### src/rtl/x_multdiv_ctrl_if.sv
// D/X-to-execute mul/div bundle: instruction and operands in, stall and result out.
// Combinational bundle, no latency; stall is the only backpressure and is driven by the slave.
// The master holds the D/X contents steady while stall is high.
interface x_multdiv_ctrl_if #(
  parameter int WIDTH = 32
);
  logic [WIDTH-1:0] instruction_in;
  logic [WIDTH-1:0] data_inA;
  logic [WIDTH-1:0] data_inB;
  logic             flush;
  logic             stall;
  logic [WIDTH-1:0] result;
  logic             result_rdy;
  logic             exception;

  modport master (
    output instruction_in, data_inA, data_inB, flush,
    input  stall, result, result_rdy, exception
  );

  modport slave (
    input  instruction_in, data_inA, data_inB, flush,
    output stall, result, result_rdy, exception
  );
endinterface

### src/rtl/x_multdiv_ctrl.sv
// Iterative signed 32-bit multiply / restoring divide driven from the D/X latch.
// Latency: 1 IDLE + ITER RUN stall cycles, then one DONE cycle with result_rdy.
// Backpressure: stall holds D/X for the whole operation; flush aborts, reset aborts at once.
module x_multdiv_ctrl #(
  parameter int WIDTH = 32,
  parameter int ITER  = 32
) (
  input  logic              clk,
  input  logic              reset,
  x_multdiv_ctrl_if.slave   bus
);

  localparam int CW = $clog2(ITER);

  typedef enum logic [1:0] {
    IDLE,
    RUN,
    DONE
  } state_t;

  state_t state;
  state_t nextState;

  logic [CW-1:0]    counter;
  logic [WIDTH-1:0] opReg;
  logic [WIDTH-1:0] hi;
  logic [WIDTH-1:0] lo;
  logic             opDiv;
  logic             negRes;
  logic [WIDTH-1:0] resultReg;
  logic             excReg;

  // Decode of the instruction currently held at the D/X outputs
  logic isMd;
  logic isDivIn;
  assign isMd    = (bus.instruction_in[31:27] == 5'b00000) &&
                   (bus.instruction_in[6:3] == 4'b0011);
  assign isDivIn = bus.instruction_in[2];

  logic [WIDTH-1:0] absA;
  logic [WIDTH-1:0] absB;
  assign absA = bus.data_inA[WIDTH-1] ? (~bus.data_inA + 1'b1) : bus.data_inA;
  assign absB = bus.data_inB[WIDTH-1] ? (~bus.data_inB + 1'b1) : bus.data_inB;

  logic lastIter;
  logic start;
  logic finish;
  assign lastIter = (counter == CW'(ITER - 1));
  assign start    = (state == IDLE) && isMd && !bus.flush;
  assign finish   = (state == RUN) && lastIter && !bus.flush;

  // One iteration step. Multiply: opReg is |A|, {hi,lo} shifts right as the
  // product accumulates. Divide: opReg is |B|, hi is the remainder and lo
  // shifts the dividend out while quotient bits shift in.
  logic [WIDTH:0]   mulSum;
  logic [WIDTH:0]   divShift;
  logic [WIDTH-1:0] divSub;
  logic             divGe;
  logic [WIDTH-1:0] hiStep;
  logic [WIDTH-1:0] loStep;

  always_comb begin
    mulSum   = {1'b0, hi} + (lo[0] ? {1'b0, opReg} : '0);
    divShift = {hi, lo[WIDTH-1]};
    divGe    = (divShift >= {1'b0, opReg});
    divSub   = divShift[WIDTH-1:0] - opReg;
    if (opDiv) begin
      hiStep = divGe ? divSub : divShift[WIDTH-1:0];
      loStep = {lo[WIDTH-2:0], divGe};
    end else begin
      hiStep = mulSum[WIDTH:1];
      loStep = {mulSum[0], lo[WIDTH-1:1]};
    end
  end

  // Sign correction and exception on the final step's values
  logic [2*WIDTH-1:0] prodMag;
  logic [2*WIDTH-1:0] prodSigned;
  logic [WIDTH-1:0]   quotSigned;
  logic               mulExc;
  logic               divZero;
  logic               divOvf;
  logic [WIDTH-1:0]   finalRes;
  logic               finalExc;

  always_comb begin
    prodMag    = {hiStep, loStep};
    prodSigned = negRes ? (~prodMag + 1'b1) : prodMag;
    quotSigned = negRes ? (~loStep + 1'b1) : loStep;
    mulExc     = !((&prodSigned[2*WIDTH-1:WIDTH-1]) || !(|prodSigned[2*WIDTH-1:WIDTH-1]));
    divZero    = (opReg == '0);
    // Only |MIN|/1 with a positive sign yields a magnitude that does not fit
    divOvf     = !negRes && loStep[WIDTH-1];
    finalRes   = '0;
    finalExc   = 1'b0;
    if (!opDiv) begin
      finalRes = prodSigned[WIDTH-1:0];
      finalExc = mulExc;
    end else if (divZero) begin
      finalRes = '0;
      finalExc = 1'b1;
    end else begin
      finalRes = quotSigned;
      finalExc = divOvf;
    end
  end

  always_ff @(posedge clk or negedge reset) begin
    if (!reset) begin
      state <= IDLE;
    end else begin
      state <= nextState;
    end
  end

  logic stallC;
  logic rdyC;

  always_comb begin
    nextState = state;
    stallC    = 1'b0;
    rdyC      = 1'b0;
    case (state)
      IDLE: begin
        if (isMd && !bus.flush) begin
          stallC    = 1'b1;
          nextState = RUN;
        end
      end
      RUN: begin
        if (bus.flush) begin
          nextState = IDLE;
        end else begin
          stallC = 1'b1;
          if (lastIter) begin
            nextState = DONE;
          end
        end
      end
      DONE: begin
        rdyC      = 1'b1;
        nextState = IDLE;
      end
      default: begin
        nextState = IDLE;
      end
    endcase
  end

  always_ff @(posedge clk or negedge reset) begin
    if (!reset) begin
      counter   <= '0;
      opReg     <= '0;
      hi        <= '0;
      lo        <= '0;
      opDiv     <= 1'b0;
      negRes    <= 1'b0;
      resultReg <= '0;
      excReg    <= 1'b0;
    end else if (start) begin
      counter <= '0;
      opDiv   <= isDivIn;
      negRes  <= bus.data_inA[WIDTH-1] ^ bus.data_inB[WIDTH-1];
      opReg   <= isDivIn ? absB : absA;
      lo      <= isDivIn ? absA : absB;
      hi      <= '0;
    end else if ((state == RUN) && !bus.flush) begin
      counter <= counter + CW'(1);
      hi      <= hiStep;
      lo      <= loStep;
      if (finish) begin
        resultReg <= finalRes;
        excReg    <= finalExc;
      end
    end
  end

  // Reset gates stall so a held mul/div in D/X cannot stall during reset
  assign bus.stall      = stallC & reset;
  assign bus.result_rdy = rdyC;
  assign bus.result     = resultReg;
  assign bus.exception  = excReg;

endmodule

### src/flat_wrapper.sv
// flat-port wrapper written by rule: the top's interface ports become plain ports
module x_multdiv_ctrl_flat 
#(
  parameter int WIDTH = 32,
  parameter int ITER  = 32
)
  (clk, reset, bus_instruction_in, bus_data_inA, bus_data_inB, bus_flush, bus_stall, bus_result, bus_result_rdy, bus_exception);
  x_multdiv_ctrl_if #(.WIDTH(WIDTH)) bus_i ();
  input  logic clk;
  input  logic reset;
  input wire logic [$bits(bus_i.instruction_in)-1:0] bus_instruction_in;
  input wire logic [$bits(bus_i.data_inA)-1:0] bus_data_inA;
  input wire logic [$bits(bus_i.data_inB)-1:0] bus_data_inB;
  input wire logic [$bits(bus_i.flush)-1:0] bus_flush;
  output wire logic [$bits(bus_i.stall)-1:0] bus_stall;
  output wire logic [$bits(bus_i.result)-1:0] bus_result;
  output wire logic [$bits(bus_i.result_rdy)-1:0] bus_result_rdy;
  output wire logic [$bits(bus_i.exception)-1:0] bus_exception;
  assign bus_i.instruction_in = bus_instruction_in;
  assign bus_i.data_inA = bus_data_inA;
  assign bus_i.data_inB = bus_data_inB;
  assign bus_i.flush = bus_flush;
  assign bus_stall = bus_i.stall;
  assign bus_result = bus_i.result;
  assign bus_result_rdy = bus_i.result_rdy;
  assign bus_exception = bus_i.exception;
  x_multdiv_ctrl #(.WIDTH(WIDTH), .ITER(ITER)) u_core (.clk(clk), .reset(reset), .bus(bus_i));
endmodule
### config.mk
export PLATFORM = sky130hd
export DESIGN_NAME = x_multdiv_ctrl_flat
export DESIGN_NICKNAME = d
export VERILOG_FILES = /design/src/rtl/x_multdiv_ctrl_if.sv /design/src/rtl/x_multdiv_ctrl.sv /design/src/flat_wrapper.sv
export SDC_FILE = /design/constraint.sdc
export NUM_CORES = 1
export LEC_CHECK = 0
export BUFFER_PORTS_ARGS = -buffer_cell sky130_fd_sc_hd__buf_2
export CORE_MARGIN = 3
export CORE_UTILIZATION = 38
export CTS_BUF_LIST = sky130_fd_sc_hd__clkbuf_8
export DETAILED_ROUTE_END_ITERATION = 16
export HOLD_SLACK_MARGIN = 0.12
export PLACE_DENSITY = 0.64
export SYNTH_ARGS = -nofsm -noshare
export SYNTH_HDL_FRONTEND = slang
export SYNTH_SLANG_ARGS = --single-unit
### constraint.sdc
create_clock -name clk -period 11.1 [get_ports clk]
set_clock_uncertainty 0.2 [all_clocks]
set_input_delay 0 -clock clk [delete_from_list [all_inputs] [get_ports clk]]
set_output_delay 0 -clock clk [all_outputs]
set_load 0.02 [all_outputs]
## Word level (Yosys, flattened, before mapping)

Index checks and enable logic that the tools add are counted.

- Output and inout port bits: 35
- Bits in registers: 138
- Input bits: 99

- Equality and inequality tests: 6
- Bitwise logic cells: 7
- Reduce and logical (&&, ||, !) cells: 21
- Order comparisons: 1
- $add $sub $neg: 7
- Muxes and demuxes: 28

Operators by type and width:

| cell | count |
|---|---|
| $mux W32 | 15 |
| $add A32 B1 Y32 const B | 3 |
| $not A32 Y32 | 3 |
| $add A64 B1 Y64 const B | 1 |
| $mux W64 | 1 |
| $not A64 Y64 | 1 |
| $add A32 B33 Y33 | 1 |
| $ge A33 B32 Y1 | 1 |
| $reduce_and A33 Y1 | 1 |
| $reduce_or A33 Y1 | 1 |
| $logic_not A32 Y1 | 1 |
| $sub A32 B32 Y32 | 1 |
| $mux W5 | 2 |
| $logic_and A1 B1 Y1 | 8 |
| $mux W2 | 3 |
| $add A5 B1 Y5 const B | 1 |
| $eq A5 B5 Y1 const B | 1 |
| $logic_not A5 Y1 | 1 |
| $mux W1 | 5 |
| $eq A4 B2 Y1 const B | 1 |
| $logic_not A1 Y1 | 4 |
| $pmux W2 S2 | 1 |
| $ne A3 B2 Y1 const B | 1 |
| $reduce_and A3 Y1 | 1 |
| other kinds (11) | 11 |

## Depth between registers and ports, before layout

- Depth after elaboration: 11
- Depth in mapped cells: 27

## Worst setup path after synthesis

OpenSTA, ideal clock, no wires.

- Path kind: reg2reg
- From: reg u_core.hi[23]
- To: reg u_core.excReg (netlist: u_core.bus.exception)
- Library setup time: 0.128 ns
- Data arrival time: 5.684 ns
- Period minus slack after synthesis: 6.013 ns
- Stages on the path, launching flop included: 26
- Setup slack: 5.087 ns
- Cell sequence: dfrtp_1 > ha_1 > a21o_1 > a21o_1 > a221o_1 > o31a_1 > buf_2 > a21oi_2 > buf_4 > buf_2 > nor2_1 > a21oi_1 > ha_1 > o21ai_0 > nor3_1 > nand4_1 > or3_1 > buf_2 > or2_1 > buf_6 > or3_4 > o21ai_2 > xnor2_1 > nor4_1 > and4_1 > nor3_1

- Cells in the longest elaborated chain, start to end: 11
- Elaborated cells on any way between the ends: 15
- Those cells by class: add/sub (3); order compare (1); mux (5); bitwise (1); reduce/logical (5)

RTL lines:

| item | RTL line | source |
|---|---|---|
| start: declaration | x_multdiv_ctrl.sv:26 | `logic [WIDTH-1:0] hi;` |
| start signal: assignment | x_multdiv_ctrl.sv:169 | `hi <= hiStep;` |
| $sub A32 B32 Y32 / $ge A33 B32 Y1 (equally long branches) | x_multdiv_ctrl.sv:66, x_multdiv_ctrl.sv:65 |  |
| $mux W32 | x_multdiv_ctrl.sv:68 | `hiStep = divGe ? divSub : divShift[WIDTH-1:0];` |
| $mux W32 | x_multdiv_ctrl.sv:67 | `if (opDiv) begin` |
| $not A64 Y64 | x_multdiv_ctrl.sv:88 | `prodSigned = negRes ? (~prodMag + 1'b1) : prodMag;` |
| $add A64 B1 Y64 | x_multdiv_ctrl.sv:88 |  |
| $mux W64 (*) | x_multdiv_ctrl.sv:88 |  |
| $reduce_or A33 Y1 | x_multdiv_ctrl.sv:90 | `mulExc = !((&prodSigned[2*WIDTH-1:WIDTH-1]) \|\| !(\|prodSigned[2*WIDTH-1:WIDTH-1]));` |
| $logic_not A1 Y1 | x_multdiv_ctrl.sv:90 |  |
| $logic_or A1 B1 Y1 (*) | x_multdiv_ctrl.sv:90 |  |
| $logic_not A1 Y1 (*) | x_multdiv_ctrl.sv:90 |  |
| $mux W1 (*) | x_multdiv_ctrl.sv:96 | `if (!opDiv) begin` |
| end signal: assignment | x_multdiv_ctrl.sv:173 | `excReg <= finalExc;` |
| end: declaration | x_multdiv_ctrl.sv:31 | `logic excReg;` |

Mark *: on every way between the ends. The rest lies on a longest branch, timed or not.
A chain may end at the register's enable or synchronous reset.

## Final worst setup path

- From: reg u_core.hi[21]
- To: reg u_core.excReg (netlist: u_core.bus.exception)

The elaborated chain is that of the path after synthesis.

==> metrics.yaml <==
final_area_um2: 16700
setup-tns-final_ns: 0
antenna_found_initial: 0
min_delay_path_depth: 6
r2r-end: "u_core.bus.exception"
cts.sinks: 138
async_flop_share: 1.00
routed_wl_mm: 51.4
wl_per_cell_um: 20.2
die_x_um: 199
ant_nets: 0
fmax_mhz: 139
synth_edf_count: 0
grt_overflow: 0
grt_first_pass_wirelength_mm: 80.9
worstHoldEndpoint: "u_core.hi[16]"
cts.repair.resized: 0
clock_path_buffers: 2
cpPeakStageDelay_ns: 0.74
clk_pin_slew_ns: 0.08
start_util: 0.386
dp_cells: 2387
synth_cell_type_count: 94
critPathMaxFanout: 10
gp_congestion: 0.955
clk-insertion-delay-late_ns: 0.49
dpl_cell_area_um2: 15000
final_nets: 2238
firstDrtPassIters: 6
hp-class: "in2reg"
min_from: "bus_flush"
max_cap_viol_count: 0
outcome: "finished, final reports clean"
syn_area_per_cell_um2: 7.46
numPortBuffers: 111
rr_worst_depth: 21
die_h_um: 199
ys_seq_area_frac: 0.244
vias: 15200
yosysTopAreaCellShare: 0.244
dieArea_um2: 39600
layoutNonFillerInstCount: 2546
synth_ff_type: "dfrtp_1"
place_ws_ns: 4.20
reg2reg_slack_ns: 3.89
crit_path_end_kind: "flip-flop"
netlist_instances: 1896
core_um2: 36700
synth_warnings: 0
rows: 70
grt_max_degree: 110
worstPathRequired_ns: 11.26
viasPerCell: 5.99
peakVddDrop_uv: 77.5
synth_area_um2: 14200
power_density_nw_per_um2: 89.2
slowest_stage: "nor4b_1"
cp-start-kind: "flip-flop"
tightest_slew_ns: 1.15
layout-drive-gt1-share: 0.0929
htreeDepth: 4
critical_path_cell_count: 21
setup_viol: 0
drt_iter0_drc: 1270
synth_nets: 2066
pin_count: 134
final_cell_mix: "268 x nand2_1, 212 x o21ai_0, 136 x dfrtp_1"
cts_buffers: 17
cts_setup_buffers: 0
cp.arrival_ns: 7.37
syn_to_final_growth_pct: 18.0
diodes: 0
path_cells: "ha_1 -> a21o_1 -> a21o_1 -> a221o_1 -> o31a_1 -> a21oi_2 -> nor2_1 -> a21oi_1 -> ha_1 -> o21ai_0 -> nor3_1 -> nand4_1 -> nand2_1 -> o21ai_0 -> a2111o_1 -> nor4b_1 -> o211ai_1 -> nor4_1 -> nand4_1 -> nor4_1 -> nor3_1"
fin_crit_sh: 0.650
fin_crit_ns: 7.21
fin_ws_ns: 3.89
reg2reg_from: "u_core.hi[21]"
finalHoldViolCount: 0
path_class: "reg2reg"
grt_pass1_vias: 14400
relSlewSlack: 0.230
power_leakage_nw: 7.48
yosysTopAreaCell: "dfrtp_1"
critical-path-top-delay-family: "compound AO/OA/AOI/OAI gates"
ys_top_cells_by_area: "dfrtp_1 24%, o21ai_0 7.5%, nand2_1 7.1%"
grt_setup_unrepaired: "false"
crit_buf_inv: 0
holdBufCountCts: 130
final_util: 0.455
drc: 0
clockRootBuffer: "clkbuf_8"
ys_ff_latch: 138
layout_commonest_cell: "nand2_1"
post-dp-hpwl_mm: 37.8
track_usage: 0.259
cts_tree: "yes"
finalMaxSlewViolations: 0
layer usage:
metal,vias to the layer above,routed length (um),global-route usage
met5,-,0,0
met4,0,1550,0.0862
met3,69,3620,0.0412
met2,599,23400,0.421
met1,7280,22800,0.353
li1,7298,-,-
cell usage after synthesis, types with 40 or more instances:
cell / n
clkbuf_1: 81
nor2_1: 128
o21ai_0: 212
nand2_1: 269
xnor2_1: 90
nand3_1: 60
a21oi_1: 115
inv_1: 63
and2_1: 40
ha_1: 69
nor3_1: 53
o211ai_1: 53
dfrtp_1: 138
xor2_1: 61
cell type report:
type | count | area, um^2
Fill cell | 3642 | 20000
Clock buffer | 17 | 234
Clock inverter | 12 | 131
Multi-Input combinational cell | 1589 | 10000
Sequential cell | 138 | 3460
Tap cell | 468 | 586
Timing Repair Buffer | 257 | 2000
Inverter | 65 | 244
kinds of logic (layout without fill, tap and decap cells):
logic type                 Yosys count  count (layout)  synth area share
DFF                                138             138             0.244
buffers and inverters              169             351            0.0470
adders and majority gates           71              71            0.0638
muxes                               40              40            0.0284
AOI/OAI and AO/OA                  614             614             0.281
and+or+nand+nor                    713             713             0.243
xor gates and xnor gates           151             151            0.0934
tightest hold or removal path, delay by kind of cell:
family	cells	cell delay (ns)
simple gates	4	0.41
buf+inv	2	0.40
registers in the layout (all words and copies together) (netlist names):
name and count:
u_core.state 2, u_core.counter 5, u_core.hi 32, u_core.opReg 32
u_core.bus.result 32, u_core.negRes 1, u_core.bus.exception 1, u_core.lo 32
u_core.opDiv 1
worst max path at each step:
stage | start | to | slack, ns
3_3_place_gp | u_core.hi[21] | u_core.bus.exception | 4.22
4_1_cts | u_core.hi[21] | u_core.bus.exception | 4.18
6_report | u_core.hi[21] | u_core.bus.exception | 3.89
5_1_grt | u_core.hi[1] | u_core.bus.exception | 3.47
3_5_place_dp | u_core.hi[21] | u_core.bus.exception | 4.20
2_1_floorplan | u_core.hi[23] | u_core.bus.exception | 5.09
power by group:
group | internal, mW | total (mW) | switching (mW)
clock network | 0.196 | 0.411 | 0.215
registers | 0.515 | 0.534 | 0.0191
logic | 0.226 | 0.545 | 0.319
total | 0.937 | 1.49 | 0.553
metrics by stage:
step	total power, mW	hold slack, ns
after detailed placement	1.03	-0.151
final	1.49	0.174
after global placement	1.03	-0.160
after floorplan	0.888	-0.496
after CTS	1.49	0.157
after global routing	1.57	0.228
No activity file was read; power rests on OpenSTA's default activity.
